$ cat config.mk
export PLATFORM = sky130hd
export DESIGN_NAME = spi_cs_transaction_ctrl_flat
export DESIGN_NICKNAME = d
export VERILOG_FILES = /design/src/rtl/spi_cs_transaction_ctrl_if.sv /design/src/rtl/spi_cs_transaction_ctrl.sv /design/src/flat_wrapper.sv
export SDC_FILE = /design/constraint.sdc
export NUM_CORES = 1
export LEC_CHECK = 0
export ABC_AREA = 1
export CORE_MARGIN = 4
export CORE_UTILIZATION = 48
export DETAILED_ROUTE_END_ITERATION = 6
export PLACE_DENSITY = 0.91
export REMOVE_ABC_BUFFERS = 1
export SYNTH_ARGS = -nofsm -noshare
export SYNTH_HDL_FRONTEND = slang
export SYNTH_SLANG_ARGS = --single-unit
export TNS_END_PERCENT = 50
$ cat constraint.sdc
create_clock -name i_Clk -period 2.3 [get_ports i_Clk]
set_clock_uncertainty 0.15 [all_clocks]
set_input_delay 0.23 -clock i_Clk [delete_from_list [all_inputs] [get_ports i_Clk]]
set_output_delay 0.23 -clock i_Clk [all_outputs]
set_load 0.05 [all_outputs]
$ cat src/rtl/spi_cs_transaction_ctrl_if.sv
// Handshake bundle for the CS transaction sequencer: user-side byte stream plus
// the byte-level SPI_Master TX/RX handshake and the pad chip select.
interface spi_cs_transaction_ctrl_if #(
   parameter int CNT_W = 2
);
   logic [CNT_W-1:0] i_TX_Count;
   logic [7:0]       i_TX_Byte;
   logic             i_TX_DV;
   logic             o_TX_Ready;
   logic [CNT_W-1:0] o_RX_Count;
   logic             o_RX_DV;
   logic [7:0]       o_RX_Byte;
   logic             o_CS_n;
   logic [7:0]       o_M_TX_Byte;
   logic             o_M_TX_DV;
   logic             i_M_TX_Ready;
   logic             i_M_RX_DV;
   logic [7:0]       i_M_RX_Byte;

   modport slave (
      input  i_TX_Count, i_TX_Byte, i_TX_DV, i_M_TX_Ready, i_M_RX_DV, i_M_RX_Byte,
      output o_TX_Ready, o_RX_Count, o_RX_DV, o_RX_Byte, o_CS_n, o_M_TX_Byte, o_M_TX_DV
   );

   modport master (
      output i_TX_Count, i_TX_Byte, i_TX_DV, i_M_TX_Ready, i_M_RX_DV, i_M_RX_Byte,
      input  o_TX_Ready, o_RX_Count, o_RX_DV, o_RX_Byte, o_CS_n, o_M_TX_Byte, o_M_TX_DV
   );
endinterface

$ cat src/rtl/spi_cs_transaction_ctrl.sv
// Chip-select transaction sequencer in front of a byte-level SPI_Master: frames
// multi-byte transfers with programmable CS lead, lag and inactive timing.
module spi_cs_transaction_ctrl #(
   parameter int MAX_BYTES_PER_CS = 2,
   parameter int CS_LEAD_CLKS     = 1,
   parameter int CS_LAG_CLKS      = 1,
   parameter int CS_INACTIVE_CLKS = 1,
   parameter int CNT_W            = $clog2(MAX_BYTES_PER_CS + 1)
) (
   input logic                      i_Clk,
   input logic                      i_Rst_L,
   spi_cs_transaction_ctrl_if.slave bus
);

   // One timer serves the lead, lag and inactive phases, so it is sized for the longest.
   localparam int LL_MAX  = (CS_LEAD_CLKS > CS_LAG_CLKS) ? CS_LEAD_CLKS : CS_LAG_CLKS;
   localparam int TMR_MAX = (LL_MAX > CS_INACTIVE_CLKS) ? LL_MAX : CS_INACTIVE_CLKS;
   localparam int TMR_W   = (TMR_MAX > 1) ? $clog2(TMR_MAX) : 1;

   localparam logic [TMR_W-1:0] LEAD_LAST  = TMR_W'(CS_LEAD_CLKS - 1);
   localparam logic [TMR_W-1:0] LAG_LAST   = TMR_W'(CS_LAG_CLKS - 1);
   localparam logic [TMR_W-1:0] INACT_LAST = TMR_W'(CS_INACTIVE_CLKS - 1);
   localparam logic [TMR_W-1:0] TMR_ONE    = TMR_W'(1);
   localparam logic [CNT_W-1:0] MAX_CNT    = CNT_W'(MAX_BYTES_PER_CS);
   localparam logic [CNT_W-1:0] CNT_ONE    = CNT_W'(1);

   typedef enum logic [2:0] {
      IDLE,
      LEAD,
      ISSUE,
      WAIT_RX,
      NEXT,
      LAG,
      INACTIVE
   } state_t;

   state_t           state_q, state_d;
   logic [TMR_W-1:0] tmr_q, tmr_d;
   logic [CNT_W-1:0] remaining_q, remaining_d;
   logic [CNT_W-1:0] rx_idx_q, rx_idx_d;
   logic             cs_n_q, cs_n_d;
   logic             tx_ready_q, tx_ready_d;
   logic             m_tx_dv_q, m_tx_dv_d;
   logic [7:0]       m_tx_byte_q, m_tx_byte_d;
   logic             rx_dv_q, rx_dv_d;
   logic [7:0]       rx_byte_q, rx_byte_d;
   logic [CNT_W-1:0] rx_count_q, rx_count_d;

   always_comb begin
      state_d     = state_q;
      tmr_d       = tmr_q;
      remaining_d = remaining_q;
      rx_idx_d    = rx_idx_q;
      cs_n_d      = cs_n_q;
      tx_ready_d  = tx_ready_q;
      m_tx_dv_d   = 1'b0;
      m_tx_byte_d = m_tx_byte_q;
      rx_dv_d     = 1'b0;
      rx_byte_d   = rx_byte_q;
      rx_count_d  = rx_count_q;

      case (state_q)
         IDLE: begin
            if (bus.i_TX_DV && (bus.i_TX_Count != '0)) begin
               m_tx_byte_d = bus.i_TX_Byte;
               remaining_d = (bus.i_TX_Count > MAX_CNT) ? MAX_CNT : bus.i_TX_Count;
               rx_idx_d    = '0;
               tmr_d       = '0;
               cs_n_d      = 1'b0;
               tx_ready_d  = 1'b0;
               state_d     = LEAD;
            end
         end
         LEAD: begin
            if (tmr_q == LEAD_LAST) begin
               tmr_d   = '0;
               state_d = ISSUE;
            end else begin
               tmr_d = tmr_q + TMR_ONE;
            end
         end
         ISSUE: begin
            if (bus.i_M_TX_Ready) begin
               m_tx_dv_d = 1'b1;
               state_d   = WAIT_RX;
            end
         end
         // The received byte is tagged with the index it had before the increment.
         WAIT_RX: begin
            if (bus.i_M_RX_DV) begin
               rx_byte_d   = bus.i_M_RX_Byte;
               rx_count_d  = rx_idx_q;
               rx_dv_d     = 1'b1;
               rx_idx_d    = rx_idx_q + CNT_ONE;
               remaining_d = remaining_q - CNT_ONE;
               if (remaining_q > CNT_ONE) begin
                  tx_ready_d = 1'b1;
                  state_d    = NEXT;
               end else begin
                  tmr_d   = '0;
                  state_d = LAG;
               end
            end
         end
         NEXT: begin
            if (bus.i_TX_DV) begin
               m_tx_byte_d = bus.i_TX_Byte;
               tx_ready_d  = 1'b0;
               state_d     = ISSUE;
            end
         end
         LAG: begin
            if (tmr_q == LAG_LAST) begin
               tmr_d   = '0;
               cs_n_d  = 1'b1;
               state_d = INACTIVE;
            end else begin
               tmr_d = tmr_q + TMR_ONE;
            end
         end
         INACTIVE: begin
            if (tmr_q == INACT_LAST) begin
               tmr_d      = '0;
               tx_ready_d = 1'b1;
               state_d    = IDLE;
            end else begin
               tmr_d = tmr_q + TMR_ONE;
            end
         end
         default: begin
            state_d = IDLE;
         end
      endcase
   end

   always_ff @(posedge i_Clk or negedge i_Rst_L) begin
      if (!i_Rst_L) begin
         state_q     <= IDLE;
         tmr_q       <= '0;
         remaining_q <= '0;
         rx_idx_q    <= '0;
         cs_n_q      <= 1'b1;
         tx_ready_q  <= 1'b1;
         m_tx_dv_q   <= 1'b0;
         m_tx_byte_q <= '0;
         rx_dv_q     <= 1'b0;
         rx_byte_q   <= '0;
         rx_count_q  <= '0;
      end else begin
         state_q     <= state_d;
         tmr_q       <= tmr_d;
         remaining_q <= remaining_d;
         rx_idx_q    <= rx_idx_d;
         cs_n_q      <= cs_n_d;
         tx_ready_q  <= tx_ready_d;
         m_tx_dv_q   <= m_tx_dv_d;
         m_tx_byte_q <= m_tx_byte_d;
         rx_dv_q     <= rx_dv_d;
         rx_byte_q   <= rx_byte_d;
         rx_count_q  <= rx_count_d;
      end
   end

   assign bus.o_CS_n      = cs_n_q;
   assign bus.o_TX_Ready  = tx_ready_q;
   assign bus.o_M_TX_DV   = m_tx_dv_q;
   assign bus.o_M_TX_Byte = m_tx_byte_q;
   assign bus.o_RX_DV     = rx_dv_q;
   assign bus.o_RX_Byte   = rx_byte_q;
   assign bus.o_RX_Count  = rx_count_q;

endmodule

$ cat src/flat_wrapper.sv
// flat-port wrapper written by rule: the top's interface ports become plain ports
module spi_cs_transaction_ctrl_flat 
#(
   parameter int MAX_BYTES_PER_CS = 2,
   parameter int CS_LEAD_CLKS     = 1,
   parameter int CS_LAG_CLKS      = 1,
   parameter int CS_INACTIVE_CLKS = 1,
   parameter int CNT_W            = $clog2(MAX_BYTES_PER_CS + 1)
)
  (i_Clk, i_Rst_L, bus_i_TX_Count, bus_i_TX_Byte, bus_i_TX_DV, bus_i_M_TX_Ready, bus_i_M_RX_DV, bus_i_M_RX_Byte, bus_o_TX_Ready, bus_o_RX_Count, bus_o_RX_DV, bus_o_RX_Byte, bus_o_CS_n, bus_o_M_TX_Byte, bus_o_M_TX_DV);
  spi_cs_transaction_ctrl_if #(.CNT_W(CNT_W)) bus_i ();
  input logic i_Clk;
  input logic i_Rst_L;
  input wire logic [$bits(bus_i.i_TX_Count)-1:0] bus_i_TX_Count;
  input wire logic [$bits(bus_i.i_TX_Byte)-1:0] bus_i_TX_Byte;
  input wire logic [$bits(bus_i.i_TX_DV)-1:0] bus_i_TX_DV;
  input wire logic [$bits(bus_i.i_M_TX_Ready)-1:0] bus_i_M_TX_Ready;
  input wire logic [$bits(bus_i.i_M_RX_DV)-1:0] bus_i_M_RX_DV;
  input wire logic [$bits(bus_i.i_M_RX_Byte)-1:0] bus_i_M_RX_Byte;
  output wire logic [$bits(bus_i.o_TX_Ready)-1:0] bus_o_TX_Ready;
  output wire logic [$bits(bus_i.o_RX_Count)-1:0] bus_o_RX_Count;
  output wire logic [$bits(bus_i.o_RX_DV)-1:0] bus_o_RX_DV;
  output wire logic [$bits(bus_i.o_RX_Byte)-1:0] bus_o_RX_Byte;
  output wire logic [$bits(bus_i.o_CS_n)-1:0] bus_o_CS_n;
  output wire logic [$bits(bus_i.o_M_TX_Byte)-1:0] bus_o_M_TX_Byte;
  output wire logic [$bits(bus_i.o_M_TX_DV)-1:0] bus_o_M_TX_DV;
  assign bus_i.i_TX_Count = bus_i_TX_Count;
  assign bus_i.i_TX_Byte = bus_i_TX_Byte;
  assign bus_i.i_TX_DV = bus_i_TX_DV;
  assign bus_i.i_M_TX_Ready = bus_i_M_TX_Ready;
  assign bus_i.i_M_RX_DV = bus_i_M_RX_DV;
  assign bus_i.i_M_RX_Byte = bus_i_M_RX_Byte;
  assign bus_o_TX_Ready = bus_i.o_TX_Ready;
  assign bus_o_RX_Count = bus_i.o_RX_Count;
  assign bus_o_RX_DV = bus_i.o_RX_DV;
  assign bus_o_RX_Byte = bus_i.o_RX_Byte;
  assign bus_o_CS_n = bus_i.o_CS_n;
  assign bus_o_M_TX_Byte = bus_i.o_M_TX_Byte;
  assign bus_o_M_TX_DV = bus_i.o_M_TX_DV;
  spi_cs_transaction_ctrl #(.MAX_BYTES_PER_CS(MAX_BYTES_PER_CS), .CS_LEAD_CLKS(CS_LEAD_CLKS), .CS_LAG_CLKS(CS_LAG_CLKS), .CS_INACTIVE_CLKS(CS_INACTIVE_CLKS), .CNT_W(CNT_W)) u_core (.i_Clk(i_Clk), .i_Rst_L(i_Rst_L), .bus(bus_i));
endmodule
==> flow_metrics.env <==
export IMPL_regToRegSetupSlack_ps=680
export IMPL_num_rows=19
export IMPL_rr_endpoint="u_core.bus.o_M_TX_Byte[7]$_DFFE_PN0P_"
export IMPL_die_y_um=61.45
export IMPL_groute_usage_overall_pct=17.05
export IMPL_yosysSeqAreaShare_pct=53.10
export IMPL_gp_congestion=0.8739
export IMPL_synth_edff_count=0
export IMPL_setup_tns_ps=0
export IMPL_nNetsFinal=231
export IMPL_grt_overflow_total=0
export IMPL_cpLargestDelayFamily="buffers and inverters"
export IMPL_criticalPathCategory="register to output port"
export IMPL_antenna_found_initial=0
export IMPL_placed_area_mm2=0.001828
export IMPL_cts_setup_buffers=0
export IMPL_reg2reg_from="u_core.state_q[2]$_DFFE_PN0P_"
export IMPL_ir_drop_v=0.001177
export IMPL_die_w_um=61.45
export IMPL_vias_per_cell=4.828
export IMPL_cts_buffer_depth=2
export IMPL_drc_errors=0
export IMPL_cp_required_ps=1920
export IMPL_cts_hold_buf=0
export IMPL_ios=45
export IMPL_finalSetupViolCount=0
export IMPL_core_area_mm2=0.002734
export IMPL_wl_per_cell_um=11.79
export IMPL_async_reset_ff_share_pct=100.0
export IMPL_layoutNonFillerInstCount=239
export IMPL_worstPathCellList="clkdlybuf4s50_1"
export IMPL_grt_max_degree=30
export IMPL_hp_class="input port to asynchronous set/reset pin"
export IMPL_startpoint_type="register"
export IMPL_dpl_hpwl_mm=2.113
export IMPL_vias=1154
export IMPL_start_util_pct=50.16
export IMPL_final_cell_area_mm2=0.001879
export IMPL_ant_nets=0
export IMPL_grt_pass1_vias=1105
export IMPL_power_leakage_nw=0.9328
export IMPL_synth_area_mm2=0.001371
export IMPL_drt_iter0_markers=29
export IMPL_finalHoldViolations=0
export IMPL_cts_sinks=29
export IMPL_layout_drive_gt1_share_pct=13.46
export IMPL_cts_buffers=5
export IMPL_yosys_area_top_type="dfrtp_1"
export IMPL_power_density_mw_per_mm2=1487
export IMPL_cts_tree="yes"
export IMPL_relSlewSlack_pct=66.42
export IMPL_syn_mean_instance_area_um2=8.679
export IMPL_slowest_delay_ps=790
export IMPL_drv_cap=0
export IMPL_critPathArrivalTime_ps=1650
export IMPL_status="completed"
export IMPL_firstDrtPassIters=4
export IMPL_synth_commonest_cells="57 x nand2_1, 27 x dfrtp_1, 16 x inv_1, 9 x nand3_1, 9 x o21ai_1"
export IMPL_period_share_pct=88.27
export IMPL_critPathBufInv=1
export IMPL_synth_top_area_share_pct=49.27
export IMPL_die_area_mm2=0.003776
export IMPL_fin_ws_ps=269.8
export IMPL_max_freq_mhz=492.6
export IMPL_yosysMostFrequentCell="nand2_1"
export IMPL_slew_violations=0
export IMPL_synth_cells=158
export IMPL_worst_pin_slew_ps=502.1
export IMPL_crit_fanout=2
export IMPL_p_total_w=0.002795
export IMPL_slowest_stage="clkdlybuf4s50_1"
export IMPL_clockRootBuffer="clkbuf_4"
export IMPL_synthFlopType="dfrtp_1"
export IMPL_r2r_cells=5
export IMPL_htree_num_levels=2
export IMPL_cts_resized=0
export IMPL_clk_pin_slew_worst_paths_ps=100
export IMPL_pre_cts_slack_ps=591.1
export IMPL_io_buffers=44
export IMPL_grt_setup_unrepaired="false"
export IMPL_grt_pass1_wl_mm=4.643
export IMPL_ys_types=21
export IMPL_ys_ff_latch=29
export IMPL_area_growth_pct=37.04
export IMPL_dp_cells=231
export IMPL_num_antenna_cells=0
export IMPL_wirelength_mm=2.818
export IMPL_clock_latency_ps=330
export IMPL_ys_warn_count=0
export IMPL_yosys_top_cells_area="dfrtp_1 49%, nand2_1 16%, inv_1 4.4%, nor2_4 4.1%, dfstp_2 3.8%"
export IMPL_end_kind="output port"
export IMPL_min_period_ps=2030
final cells by class:
class                           count  area, um2
Clock buffer                        6      41.29
Multi-Input combinational cell    107      541.8
Tap cell                           31      38.79
Inverter                           19      71.32
Sequential cell                    29      728.2
Clock inverter                      2      10.01
Timing Repair Buffer               45      447.9
Fill cell                         220      854.6
report_power, final:
part,internal [W],switching (W)
logic,0.000544,0.00109
clock network,0.000116,0.000176
registers,0.000729,0.000144
total,0.00139,0.00141
routing by layer:
metal | track usage (%) | wire, um | vias to the layer above
li1 | - | - | 591
met1 | 20.83 | 1135 | 512
met2 | 27.49 | 1386 | 47
met3 | 7.128 | 272 | 4
met4 | 5.455 | 23 | 0
met5 | 0 | 0 | -
layout by cell type (no fill, tap or decap), types with 2 or more instances in the layout:
| master | netlist | routed |
|---|---|---|
| inv_1 | 16 | 16 |
| o21ai_1 | 9 | 9 |
| o21ai_0 | 8 | 8 |
| inv_2 | 3 | 3 |
| dfrtp_1 | 27 | 27 |
| clkinv_2 | 0 | 2 |
| clkdlybuf4s50_1 | 0 | 44 |
| nor2_4 | 5 | 5 |
| o21ai_2 | 2 | 2 |
| clkbuf_4 | 0 | 5 |
| nor2_1 | 4 | 4 |
| nand2_1 | 57 | 57 |
| nand3_1 | 9 | 9 |
| nand2_2 | 6 | 6 |
| dfstp_2 | 2 | 2 |
how the worst max path moves through the flow:
| stage | end | cells past startpoint | startpoint |
|---|---|---|---|
| after floorplan | u_core.bus.o_M_TX_Byte[0]$_DFFE_PN0P_ | 5 | u_core.state_q[2]$_DFFE_PN0P_ |
| after global placement | u_core.bus.o_M_TX_Byte[7]$_DFFE_PN0P_ | 5 | bus_i_TX_DV |
| after detailed placement | u_core.bus.o_M_TX_Byte[4]$_DFFE_PN0P_ | 5 | bus_i_TX_DV |
| after CTS | bus_o_CS_n | 1 | u_core.bus.o_CS_n$_DFFE_PN1P_ |
| after global routing | bus_o_CS_n | 1 | u_core.bus.o_CS_n$_DFFE_PN1P_ |
| final | bus_o_CS_n | 1 | u_core.bus.o_CS_n$_DFFE_PN1P_ |
sequential cells by signal, summed over array words and instances, names as in the netlist:
signal	cells
u_core.bus.o_M_TX_Byte	8
u_core.bus.o_RX_Byte	8
u_core.state_q	3
u_core.bus.o_RX_Count	2
u_core.remaining_q	2
u_core.rx_idx_q	2
u_core.bus.o_CS_n	1
u_core.bus.o_M_TX_DV	1
u_core.bus.o_RX_DV	1
u_core.bus.o_TX_Ready	1
logic make-up after synthesis:
logic type,count (synthesis),synth area share (%)
AO/OA/AOI/OAI,22,9.764
XOR/XNOR,1,0.6388
adder cells (fa/ha/maj),1,0.9123
buffers and inverters,22,7.391
flip-flops,29,53.10
AND/OR/NAND/NOR,83,28.19
stage by stage:
stage	hold WS (ps)	util, %
after floorplan	-215.6	-
after global placement	311.8	66.87
after detailed placement	314.9	66.87
after CTS	136.0	68.74
after global routing	144.5	68.74
final	112.7	68.74
No activity file was read; power rests on OpenSTA's default activity.
==> RTL edit, RTL diff (config.mk and constraints unchanged) <==
The 7 states of `state_t` get a one-hot encoding in 7 bits.
--- a/src/rtl/spi_cs_transaction_ctrl.sv
+++ b/src/rtl/spi_cs_transaction_ctrl.sv
@@ -24,14 +24,14 @@
    localparam logic [CNT_W-1:0] MAX_CNT    = CNT_W'(MAX_BYTES_PER_CS);
    localparam logic [CNT_W-1:0] CNT_ONE    = CNT_W'(1);
 
-   typedef enum logic [2:0] {
-      IDLE,
-      LEAD,
-      ISSUE,
-      WAIT_RX,
-      NEXT,
-      LAG,
-      INACTIVE
+   typedef enum logic [6:0] {
+      IDLE     = 7'b0000001,
+      LEAD     = 7'b0000010,
+      ISSUE    = 7'b0000100,
+      WAIT_RX  = 7'b0001000,
+      NEXT     = 7'b0010000,
+      LAG      = 7'b0100000,
+      INACTIVE = 7'b1000000
    } state_t;
 
    state_t           state_q, state_d;
Function: same outputs for any inputs over 10 cycles, from zero or initial values and one cycle with i_Rst_L low; not proved beyond that.
==> RTL edit against the original RTL <==
- total power down 17%
- routed wire length rose by 14%
- cell count rose by 17%
- via count is 13% higher
- worst setup slack lost 0.037 ns
- final area up 15%
- sequential cell count grew 4
- utilization is 0.49 points lower
- area after synthesis rose by 19%
- critical path type unchanged
- largest cell class unchanged
==> RTL edit: results (changes against the original RTL) <==
Critical path
  – RR Startpoint: u_core.state_q[6] (was u_core.state_q[2])
  – Arr. time, crit path: 1.69 ns (was 1.65 ns)
  – Slowest stage delay, CP: 0.81 ns (was 0.79 ns)
  – Depth of the worst register-to-register path: 10 (was 5)
  – Worst r2r dst: u_core.remaining_q[1] (was u_core.bus.o_M_TX_Byte[7])

Yosys
  – Top_reg_cell synth: dfrtp_1 (unchanged)
  – Register area share after synthesis: 50.69% (was 53.10%)
  – Distinct cell type count after synthesis: 25 (was 21)
  – Post-synth top cells: 61 x nand2_1, 30 x dfrtp_1, 19 x inv_1 (was 57 x nand2_1, 27 x dfrtp_1, 16 x inv_1)
  – Top cells by area, synth: dfrtp_1 46%, nand2_1 14%, dfstp_2 4.8% (was dfrtp_1 49%, nand2_1 16%, inv_1 4.4%)

Clock network
  – Clk_lat worst skew: 0.33 ns (about the same)

Placed design
  – GPL Wtd Cong: 0.8722 (was 0.8739)
  – Detail Placement HPWL: 2.541 mm (was 2.113 mm)
  – Pre-CTS WS: 0.4583 ns (was 0.5911 ns)

Global route
  – GR Util All Layers: 17.36% (was 17.05%)
  – Largest net degree at the start of global routing: 34 (was 30)
  – Global-route wire length before repair: 5.678 mm (was 4.643 mm)

Final layout
  – # nets final: 259 (was 231)
  – Ant. Diodes: 0 (unchanged)
  – Filler cells: 266 (was 220)
  – Layout cells sized above 1: 19.07% (was 13.46%)

Routing
  – Wire per inst: 11.49 µm (was 11.79 µm)
  – Number of vias per cell: 4.643 (was 4.828)
  – Initial drt markers: 57 (was 29)

Pwr
  – Peak VDD IR: 0.0005511 V (was 0.001177 V)

Timing
  – Slew headroom: 65.33% (was 66.42%)
  – Worst hold slack: 0.1458 ns (was 0.1127 ns)

Outcome
  – Status: completed (unchanged)
## RTL edit: worst max path at each step
stage / from / end / slack (ns) / cells past startpoint
floorplan: u_core.state_q[6] / u_core.rx_idx_q[0] / 0.76 / 10
global placement: bus_i_TX_Count[0] / u_core.bus.o_M_TX_Byte[1] / 0.55 / 6
detailed placement: bus_i_TX_Count[0] / u_core.bus.o_M_TX_Byte[1] / 0.46 / 6
CTS: u_core.bus.o_TX_Ready / bus_o_TX_Ready / 0.21 / 1
global route: u_core.bus.o_TX_Ready / bus_o_TX_Ready / 0.15 / 1
finish: u_core.bus.o_TX_Ready / bus_o_TX_Ready / 0.23 / 1
## RTL edit: final cells by class
cell class / count / area share, %
clock buffers: 6 / 1.919
clock inverters: 2 / 0.4651
inverters: 24 / 4.302
multi-input cells: 126 / 31.40
flip-flops and latches: 33 / 38.55
well taps: 44 / 2.558
repair buffers: 45 / 20.81
## RTL edit: report_power, final
part | switching (mW) | internal [mW]
clock network | 0.190 | 0.116
registers | 0.0776 | 0.726
logic | 0.792 | 0.405
total | 1.06 | 1.25
## RTL edit: stage by stage
stage	area, µm²	utilization [%]	total power, mW	std cells
after floorplan	1598	-	1.660	183
after global placement	2101	66.63	1.992	272
after detailed placement	2101	66.63	2.020	272
after CTS	2152	68.25	2.336	280
after global routing	2152	68.25	2.469	280
final	2152	68.25	2.306	280
## RTL edit: logic make-up after synthesis
group,share of synthesized area [%]
AND/OR/NAND/NOR,32.87
flip-flops,50.69
buffers and inverters,8.028
AO/OA/AOI/OAI,7.645
adder cells (fa/ha/maj),0.7644
## RTL edit: layer usage
metal  vias to the layer above  routed length, µm  GRT usage [%]
met3                         5                230          7.653
met4                         0                 48          7.360
li1                        672                  -              -
met2                        30               1546          27.63
met1                       593               1392          20.17
met5                         -                  0              0
